[src/rtl/spi_pkg.sv]
// Shared types and constants for the SPI register-file peripheral.
package spi_pkg;

    typedef enum logic [1:0] {
        ST_IDLE = 2'd0,
        ST_CMD  = 2'd1,
        ST_DATA = 2'd2,
        ST_DONE = 2'd3
    } spi_state_t;

    localparam logic RW_WRITE = 1'b1;
    localparam logic RW_READ  = 1'b0;

    // Bits in one frame: R/W flag, address field, data field.
    function automatic int frame_w(input int addr_w, input int data_w);
        return 1 + addr_w + data_w;
    endfunction

endpackage

[src/rtl/spi_sync_edge.sv]
// Multi-flop synchroniser for one raw pin plus a single-flop edge detector.
// RST_VAL sets the idle level held in every flop during reset.
module spi_sync_edge #(
    parameter int   SYNC_STAGES = 2,
    parameter logic RST_VAL     = 1'b0
) (
    input  logic clk,
    input  logic rst,
    input  logic din,
    output logic level,
    output logic rise,
    output logic fall
);
    logic [SYNC_STAGES-1:0] sync_q;
    logic                   prev_q;

    // Shift the raw pin through the synchroniser and keep the previous level.
    always_ff @(posedge clk) begin
        if (rst) begin
            sync_q <= {SYNC_STAGES{RST_VAL}};
            prev_q <= RST_VAL;
        end else begin
            sync_q <= {sync_q[SYNC_STAGES-2:0], din};
            prev_q <= sync_q[SYNC_STAGES-1];
        end
    end

    assign level = sync_q[SYNC_STAGES-1];
    assign rise  = level & ~prev_q;
    assign fall  = ~level & prev_q;

endmodule

[src/rtl/spi_regfile_peripheral.sv]
// SPI Mode 0 peripheral with a parameterised register file, CIPO readback,
// write strobes and aborted-frame detection. Frame, MSB first:
// [ R/W | ADDR | DATA ], R/W=1 writes.
// Optional: define SPI_ERR_CNT_EN for a saturating frame-error counter
// readable (and write-clearable) at address NUM_REGS.
module spi_regfile_peripheral
    import spi_pkg::*;
#(
    parameter int NUM_REGS    = 5,
    parameter int ADDR_W      = 7,
    parameter int DATA_W      = 8,
    parameter int SYNC_STAGES = 2
) (
    input  logic                       clk,
    input  logic                       rst,
    input  logic                       sclk,
    input  logic                       copi,
    input  logic                       ncs,
    output logic                       cipo,
    output logic                       cipo_oe,
    output logic [NUM_REGS*DATA_W-1:0] regs_flat,
    output logic                       wr_strobe,
    output logic [ADDR_W-1:0]          wr_addr,
    output logic                       frame_err
);
    localparam int FW    = frame_w(ADDR_W, DATA_W);
    localparam int CNT_W = $clog2(FW + 1);
    localparam int IDX_W = (NUM_REGS > 1) ? $clog2(NUM_REGS) : 1;
    localparam logic [CNT_W-1:0] CMD_END = CNT_W'(1 + ADDR_W);
    localparam logic [CNT_W-1:0] FRM_END = CNT_W'(FW);

    logic sclk_lvl, sclk_rise, sclk_fall;
    logic copi_lvl, copi_rise, copi_fall;
    logic ncs_lvl, ncs_rise, ncs_fall;
    logic unused_edges;

    spi_sync_edge #(.SYNC_STAGES(SYNC_STAGES), .RST_VAL(1'b0)) u_sclk (
        .clk(clk), .rst(rst), .din(sclk), .level(sclk_lvl), .rise(sclk_rise), .fall(sclk_fall));
    spi_sync_edge #(.SYNC_STAGES(SYNC_STAGES), .RST_VAL(1'b0)) u_copi (
        .clk(clk), .rst(rst), .din(copi), .level(copi_lvl), .rise(copi_rise), .fall(copi_fall));
    spi_sync_edge #(.SYNC_STAGES(SYNC_STAGES), .RST_VAL(1'b1)) u_ncs (
        .clk(clk), .rst(rst), .din(ncs), .level(ncs_lvl), .rise(ncs_rise), .fall(ncs_fall));

    assign unused_edges = ^{sclk_lvl, copi_rise, copi_fall};

    spi_state_t state, state_next;
    logic [CNT_W-1:0] cnt, cnt_inc;
    logic [FW-2:0]    sh;
    logic [FW-1:0]    sh_next;
    logic [NUM_REGS-1:0][DATA_W-1:0] regs;
    logic [DATA_W-1:0] out_sh, rd_word;
    logic is_read;
    logic cnt_clr, shift_en, cmd_done, frame_done, abort;

    // Command fields appear in the low bits when the address completes;
    // full-frame fields come from the shift register including this bit.
    logic              cmd_rw, fr_rw;
    logic [ADDR_W-1:0] cmd_addr, fr_addr;
    logic [DATA_W-1:0] fr_data;
    logic cmd_valid, fr_valid, cmd_is_cnt, fr_is_cnt;
    logic err_now, wr_now;

    assign sh_next   = {sh, copi_lvl};
    assign cnt_inc   = cnt + CNT_W'(1);
    assign cmd_rw    = sh_next[ADDR_W];
    assign cmd_addr  = sh_next[ADDR_W-1:0];
    assign fr_rw     = sh_next[FW-1];
    assign fr_addr   = sh_next[DATA_W +: ADDR_W];
    assign fr_data   = sh_next[DATA_W-1:0];
    assign cmd_valid = int'(cmd_addr) < NUM_REGS;
    assign fr_valid  = int'(fr_addr) < NUM_REGS;
`ifdef SPI_ERR_CNT_EN
    assign cmd_is_cnt = int'(cmd_addr) == NUM_REGS;
    assign fr_is_cnt  = int'(fr_addr) == NUM_REGS;
`else
    assign cmd_is_cnt = 1'b0;
    assign fr_is_cnt  = 1'b0;
`endif
    assign err_now = abort | (frame_done & ~fr_valid & ~fr_is_cnt);
    assign wr_now  = frame_done & (fr_rw == RW_WRITE) & fr_valid;
    assign cipo_oe = ~ncs_lvl;
    assign regs_flat = regs;

`ifdef SPI_ERR_CNT_EN
    logic [7:0] err_cnt;

    // Saturating frame-error count; a write to its address clears it.
    always_ff @(posedge clk) begin
        if (rst)
            err_cnt <= '0;
        else if (frame_done && fr_rw == RW_WRITE && fr_is_cnt)
            err_cnt <= '0;
        else if (err_now && err_cnt != 8'hFF)
            err_cnt <= err_cnt + 8'd1;
    end
`endif

    // Readback word selected when the address field completes.
    always_comb begin
        rd_word = '0;
        if (cmd_valid)
            rd_word = regs[cmd_addr[IDX_W-1:0]];
`ifdef SPI_ERR_CNT_EN
        else if (cmd_is_cnt)
            rd_word = DATA_W'(err_cnt);
`endif
    end

    // FSM state register.
    always_ff @(posedge clk) begin
        if (rst) state <= ST_IDLE;
        else     state <= state_next;
    end

    // Next state and per-cycle control; chip-select edges override SCLK.
    always_comb begin
        state_next = state;
        cnt_clr    = 1'b0;
        shift_en   = 1'b0;
        cmd_done   = 1'b0;
        frame_done = 1'b0;
        abort      = 1'b0;
        if (ncs_fall) begin
            state_next = ST_CMD;
            cnt_clr    = 1'b1;
        end else if (ncs_rise) begin
            abort      = (state == ST_CMD) || (state == ST_DATA);
            state_next = ST_IDLE;
        end else if (sclk_rise) begin
            case (state)
                ST_CMD: begin
                    shift_en = 1'b1;
                    if (cnt_inc == CMD_END) begin
                        cmd_done   = 1'b1;
                        state_next = ST_DATA;
                    end
                end
                ST_DATA: begin
                    shift_en = 1'b1;
                    if (cnt_inc == FRM_END) begin
                        frame_done = 1'b1;
                        state_next = ST_DONE;
                    end
                end
                default: ;
            endcase
        end
    end

    // Register file writes on a committed, in-range write frame.
    always_ff @(posedge clk) begin
        if (rst) begin
            regs    <= '0;
            wr_addr <= '0;
        end else if (wr_now) begin
            regs[fr_addr[IDX_W-1:0]] <= fr_data;
            wr_addr                  <= fr_addr;
        end
    end

    // Frame shifter, bit counter, status pulses and CIPO serialiser.
    // The fall right after the address completes precedes the first data
    // rise, so the MSB is held through it and shifting starts one fall later.
    always_ff @(posedge clk) begin
        if (rst) begin
            sh        <= '0;
            cnt       <= '0;
            out_sh    <= '0;
            is_read   <= 1'b0;
            cipo      <= 1'b0;
            wr_strobe <= 1'b0;
            frame_err <= 1'b0;
        end else begin
            wr_strobe <= wr_now;
            frame_err <= err_now;
            if (cnt_clr) begin
                sh  <= '0;
                cnt <= '0;
            end else if (shift_en) begin
                sh  <= sh_next[FW-2:0];
                cnt <= cnt_inc;
            end
            if (cmd_done) begin
                is_read <= (cmd_rw == RW_READ);
                out_sh  <= rd_word;
            end else if (sclk_fall && state == ST_DATA && cnt != CMD_END) begin
                out_sh <= out_sh << 1;
            end
            if (state_next != ST_DATA)
                cipo <= 1'b0;
            else if (cmd_done)
                cipo <= (cmd_rw == RW_READ) & rd_word[DATA_W-1];
            else if (sclk_fall && is_read && cnt != CMD_END)
                cipo <= out_sh[DATA_W-2];
        end
    end

endmodule

[config.mk]
export PLATFORM = sky130hd
export DESIGN_NAME = spi_regfile_peripheral
export DESIGN_NICKNAME = d
export VERILOG_FILES = /design/src/rtl/spi_pkg.sv /design/src/rtl/spi_sync_edge.sv /design/src/rtl/spi_regfile_peripheral.sv
export SDC_FILE = /design/constraint.sdc
export NUM_CORES = 1
export LEC_CHECK = 0
export CAP_MARGIN = 30
export CORE_MARGIN = 1.5
export CORE_UTILIZATION = 55
export DETAILED_ROUTE_END_ITERATION = 12
export PLACE_DENSITY = 0.8
export SYNTH_ARGS = -nofsm -noshare
export SYNTH_HDL_FRONTEND = slang
export SYNTH_SLANG_ARGS = --single-unit
[constraint.sdc]
create_clock -name clk -period 2.8 [get_ports clk]
set_input_delay 0.42 -clock clk [delete_from_list [all_inputs] [get_ports clk]]
set_output_delay 0.42 -clock clk [all_outputs]
set_load 0.02 [all_outputs]
==> impl_results.md, run 1 <==
* Outcome: finished clean
* Final hold viol count at 0
* Unrepaired setup endpoints after global routing: no
* Main combinational cell family by area after synthesis: simple AND/OR/NAND/NOR gates
* Family with the most delay on the worst path: compound AO/OA/AOI/OAI gates
* Drc violations at 0
* WHS Path Cells at 1
* Initial antenna violation count at 1
* First-pass GRT wire length at 19.3 mm
* Final setup vio count at 0
* Total Power at 2.23 mW
* Post-CTS Setup Bufs at 0
* Most Crowded Layer GR: met2
* Critical hold path startpoint: u_ncs.sync_q[0]$_SDFF_PP1_
* CTS Root Cell: clkbuf_8
* Total die area at 8230 sq um
* CTS max path bufs at 2
* Router iterations before antenna repair at 5
* Hpwl dp at 7.68 mm
* Worst r2r src: cnt[0]$_SDFFE_PP0P_
* Pleak at approximately 1.6 nW
* Sequential area share after synthesis at 0.416
* Clock-pin slew on the worst setup and hold paths at around 0.09 ns
* Ports at between 50 and 60
* Total grt overflow at 0
* Crit Reg-Reg Endpoint: regs_flat[21]$_SDFFE_PP0P_
* Pins Over Slew Limit at 0
* Synth unique cells at 52
* Worst min path class: flop to flop
* Fin crit period at between 2 and 2.5 ns
* Setup ws final at about 0.34 ns
* Post-Synth XOR/XNOR Area at 0.0145
* Synth Area in Simple Gates at 0.232
* Critical path buffers and inverters at 1
* Fmax at 0.407 GHz
* Worst reg2reg setup slack at roughly 0.34 ns
* Crit-path max FO at 28
* Post-synthesis cell area at roughly 4200 sq um
* Setup Skew at 0.0118 ns
* Met3 Track Usage GR at 0.0766
* CTS Hold Bufs at 0
* Post-DRT Antenna Nets at 0
* Pre-CTS WS at around 0.38 ns
* Post-synthesis mux area share at 0.0597
* Power density over the cells at around 440 nW/um^2
* Primary FF master, synth: dfxtp_1
* Chip width at around 91 um
* Routed WL per cell at between 15 and 20 um
* Met2 usage at 0.474
* Yosys Warn Count at 0
* Vias in the first global route at 3727
* Num CTS Buffers at 9
* Max IR drop VDD at 323 uV
* Layout cells sized above 1 at 0.101
* Drt initial violations at 403
* Chip Height at around 91 um
* Routability Congestion at roughly 0.86
* Worst path slowest cell: or4b_1
* Post-DP Area at around 4800 sq um
* Worst path arrival time at 2.69 ns
* Clock sink count at 88
* Port-buffer cells at 55
* Max Cap Viol at 0
* Post-Route WL at roughly 12 mm
* Post-synth EDFFs at 0
* Cts repair resizes at 0
* CORE AREA at roughly 7300 sq um
* P&R area growth vs syn at 19.3%
* Std cell rows at 31
* Hold WS at 0.415 ns
* Post-Synth Adder-Cell Area at 0.0148
* Req. time, crit path at slightly above 3 ns
* Crit path largest cell delay at approximately 0.55 ns
* Rel. slew slack at 0.488
* TNS Setup at 0 ns
* Clk_lat worst skew at about 0.36 ns
* Hold path endpoint: u_ncs.sync_q[1]$_SDFF_PP1_
* Depth of the worst register-to-register path at 6
* Largest net degree at the start of global routing at between 40 and 50
* Syn Area/Cell at a little under 9 sq um
* Period utilization at 0.878
* Drt via density at about 6.4
* Crit Path Class: flop to flop
* Via count at between 3000 and 4000
* # nets final at 530
* Tot GR Track Use at 0.295
* CP Launch Type: flop
* Cells after Synth at roughly 490
* Filler cells at a little under 600
* Critical-path cell list: ha_1 > or4b_1 > o21a_1 > buf_12 > o31ai_1 > a21oi_1
* Design Area, Final at about 5000 sq um
* Initial core utilization at 0.577
* Worst-Margin Slew at ~0.77 ns
* CTS H-tree lvls at 3
* Synth Register Bits at between 80 and 90
* Asr flop ratio synth at 0
* Compound-cell area share of the yosys netlist at 0.204
* GR met1 Demand/Resource at 0.385
* Critical Path End Type: flop
* CTS tree: yes
* Post-Syn Nets at between 400 and 500
## sequential cells by signal (all words and copies together) (netlist names)
name and cells:
cipo 1, cnt 5, frame_err 1, is_read 1, out_sh 7, regs_flat 40
sh 15, state 2, u_copi.sync_q 2, u_ncs.prev_q 1, u_ncs.sync_q 2, u_sclk.prev_q 1
u_sclk.sync_q 2, wr_addr 7, wr_strobe 1
## area by class of cell
| type | count | area [sq um] | share of cell area |
|---|---|---|---|
| sequential | 88 | 1760 | 0.349 |
| inverter | 10 | 37.5 | 0.00744 |
| antenna | 1 | 2.50 | 0.000496 |
| timing repair buffer | 72 | 686 | 0.136 |
| clock inverter | 4 | 52.6 | 0.0104 |
| tap | 99 | 124 | 0.0245 |
| multi-input combinational | 339 | 2230 | 0.441 |
| clock buffer | 12 | 155 | 0.0307 |
## routing by layer
layer | part of all wire | up-vias
met5 | 0 | -
met1 | 0.42 | 1879
met3 | 0.080 | 31
li1 | - | 1879
met4 | 0.021 | 0
met2 | 0.48 | 195
## synth_stat cells, types with 2 or more instances
master | instances | share of area
buf_1 | 4 | 0.0035
mux4_2 | 7 | 0.037
inv_1 | 10 | 0.0089
nor3_1 | 2 | 0.0024
nand3b_1 | 2 | 0.0035
nand2_1 | 45 | 0.040
nor3b_1 | 5 | 0.0089
a31oi_1 | 8 | 0.012
xor2_1 | 3 | 0.0062
nor4_2 | 4 | 0.012
o21ai_0 | 7 | 0.0083
o22a_1 | 7 | 0.014
dfxtp_1 | 88 | 0.42
clkbuf_1 | 43 | 0.038
or4_1 | 5 | 0.0089
nor2_1 | 19 | 0.017
or3_1 | 4 | 0.0059
o31ai_1 | 41 | 0.073
xnor2_1 | 4 | 0.0083
buf_2 | 3 | 0.0035
nand3_1 | 8 | 0.0095
a211oi_1 | 2 | 0.0035
nor4_1 | 3 | 0.0044
a21oi_1 | 61 | 0.072
nor2b_1 | 16 | 0.024
or2_2 | 4 | 0.0059
mux2i_1 | 8 | 0.019
o41ai_1 | 2 | 0.0041
nand2b_1 | 5 | 0.0074
nand4_1 | 43 | 0.064
ha_1 | 5 | 0.015
## through the flow
step | instances | util
floorplan | 489 | -
global placement | 608 | 0.660
detailed placement | 608 | 0.660
CTS | 624 | 0.688
global route | 624 | 0.688
finish | 625 | 0.688
## where the power goes
part	leakage [nW]	switching (mW)	internal (mW)	total [mW]
Combinational	0.782	0.0362	0.0177	0.0540
Sequential	0.710	0.00703	1.26	1.26
Clock	0.107	0.454	0.464	0.917
Total	1.60	0.497	1.74	2.23
## cell families (layout without fill, tap and decap cells)
kind of cell,count (synthesis),after routing
flops,88,88
buf+inv,62,98
compound gates,137,137
fa+ha+maj,5,5
other cells,0,1
simple gates,174,174
xor+xnor,7,7
mux,16,16
## how the worst max path moves through the flow
stage                             start                    endpoint  slack [ns]  depth (start not counted)
floorplan           cnt[0]$_SDFFE_PP0P_     wr_addr[2]$_SDFFE_PP0P_        0.60                          6
global placement    cnt[2]$_SDFFE_PP0P_           cipo$_SDFFE_PP0P_        0.47                          5
detailed placement  cnt[0]$_SDFFE_PP0P_  regs_flat[19]$_SDFFE_PP0P_        0.38                          6
CTS                 cnt[0]$_SDFFE_PP0P_  regs_flat[26]$_SDFFE_PP0P_        0.36                          6
global route        sh[10]$_SDFFE_PP0P_  regs_flat[19]$_SDFFE_PP0P_        0.11                          5
finish              cnt[0]$_SDFFE_PP0P_  regs_flat[21]$_SDFFE_PP0P_        0.34                          6
## placed cells by master, fill, tap and decap left out, drive strengths merged, types with 10 or more instances in the layout
master         netlist  routed
nor2b               16      16
o31ai               41      41
clkdlybuf4s50        0      54
a21oi               61      61
clkbuf              44      12
nor2                19      19
dfxtp               88      88
buf                  8      18
nand2               45      45
nand4               43      43
inv                 10      10
(Power assumes the default switching activity.)
==> run 2: changes to the inputs <==
Settings changed: HOLD_SLACK_MARGIN set to 0.15.
==> results of run 2 <==
The final DEF is identical to that of run 1; final timing and power are the same.
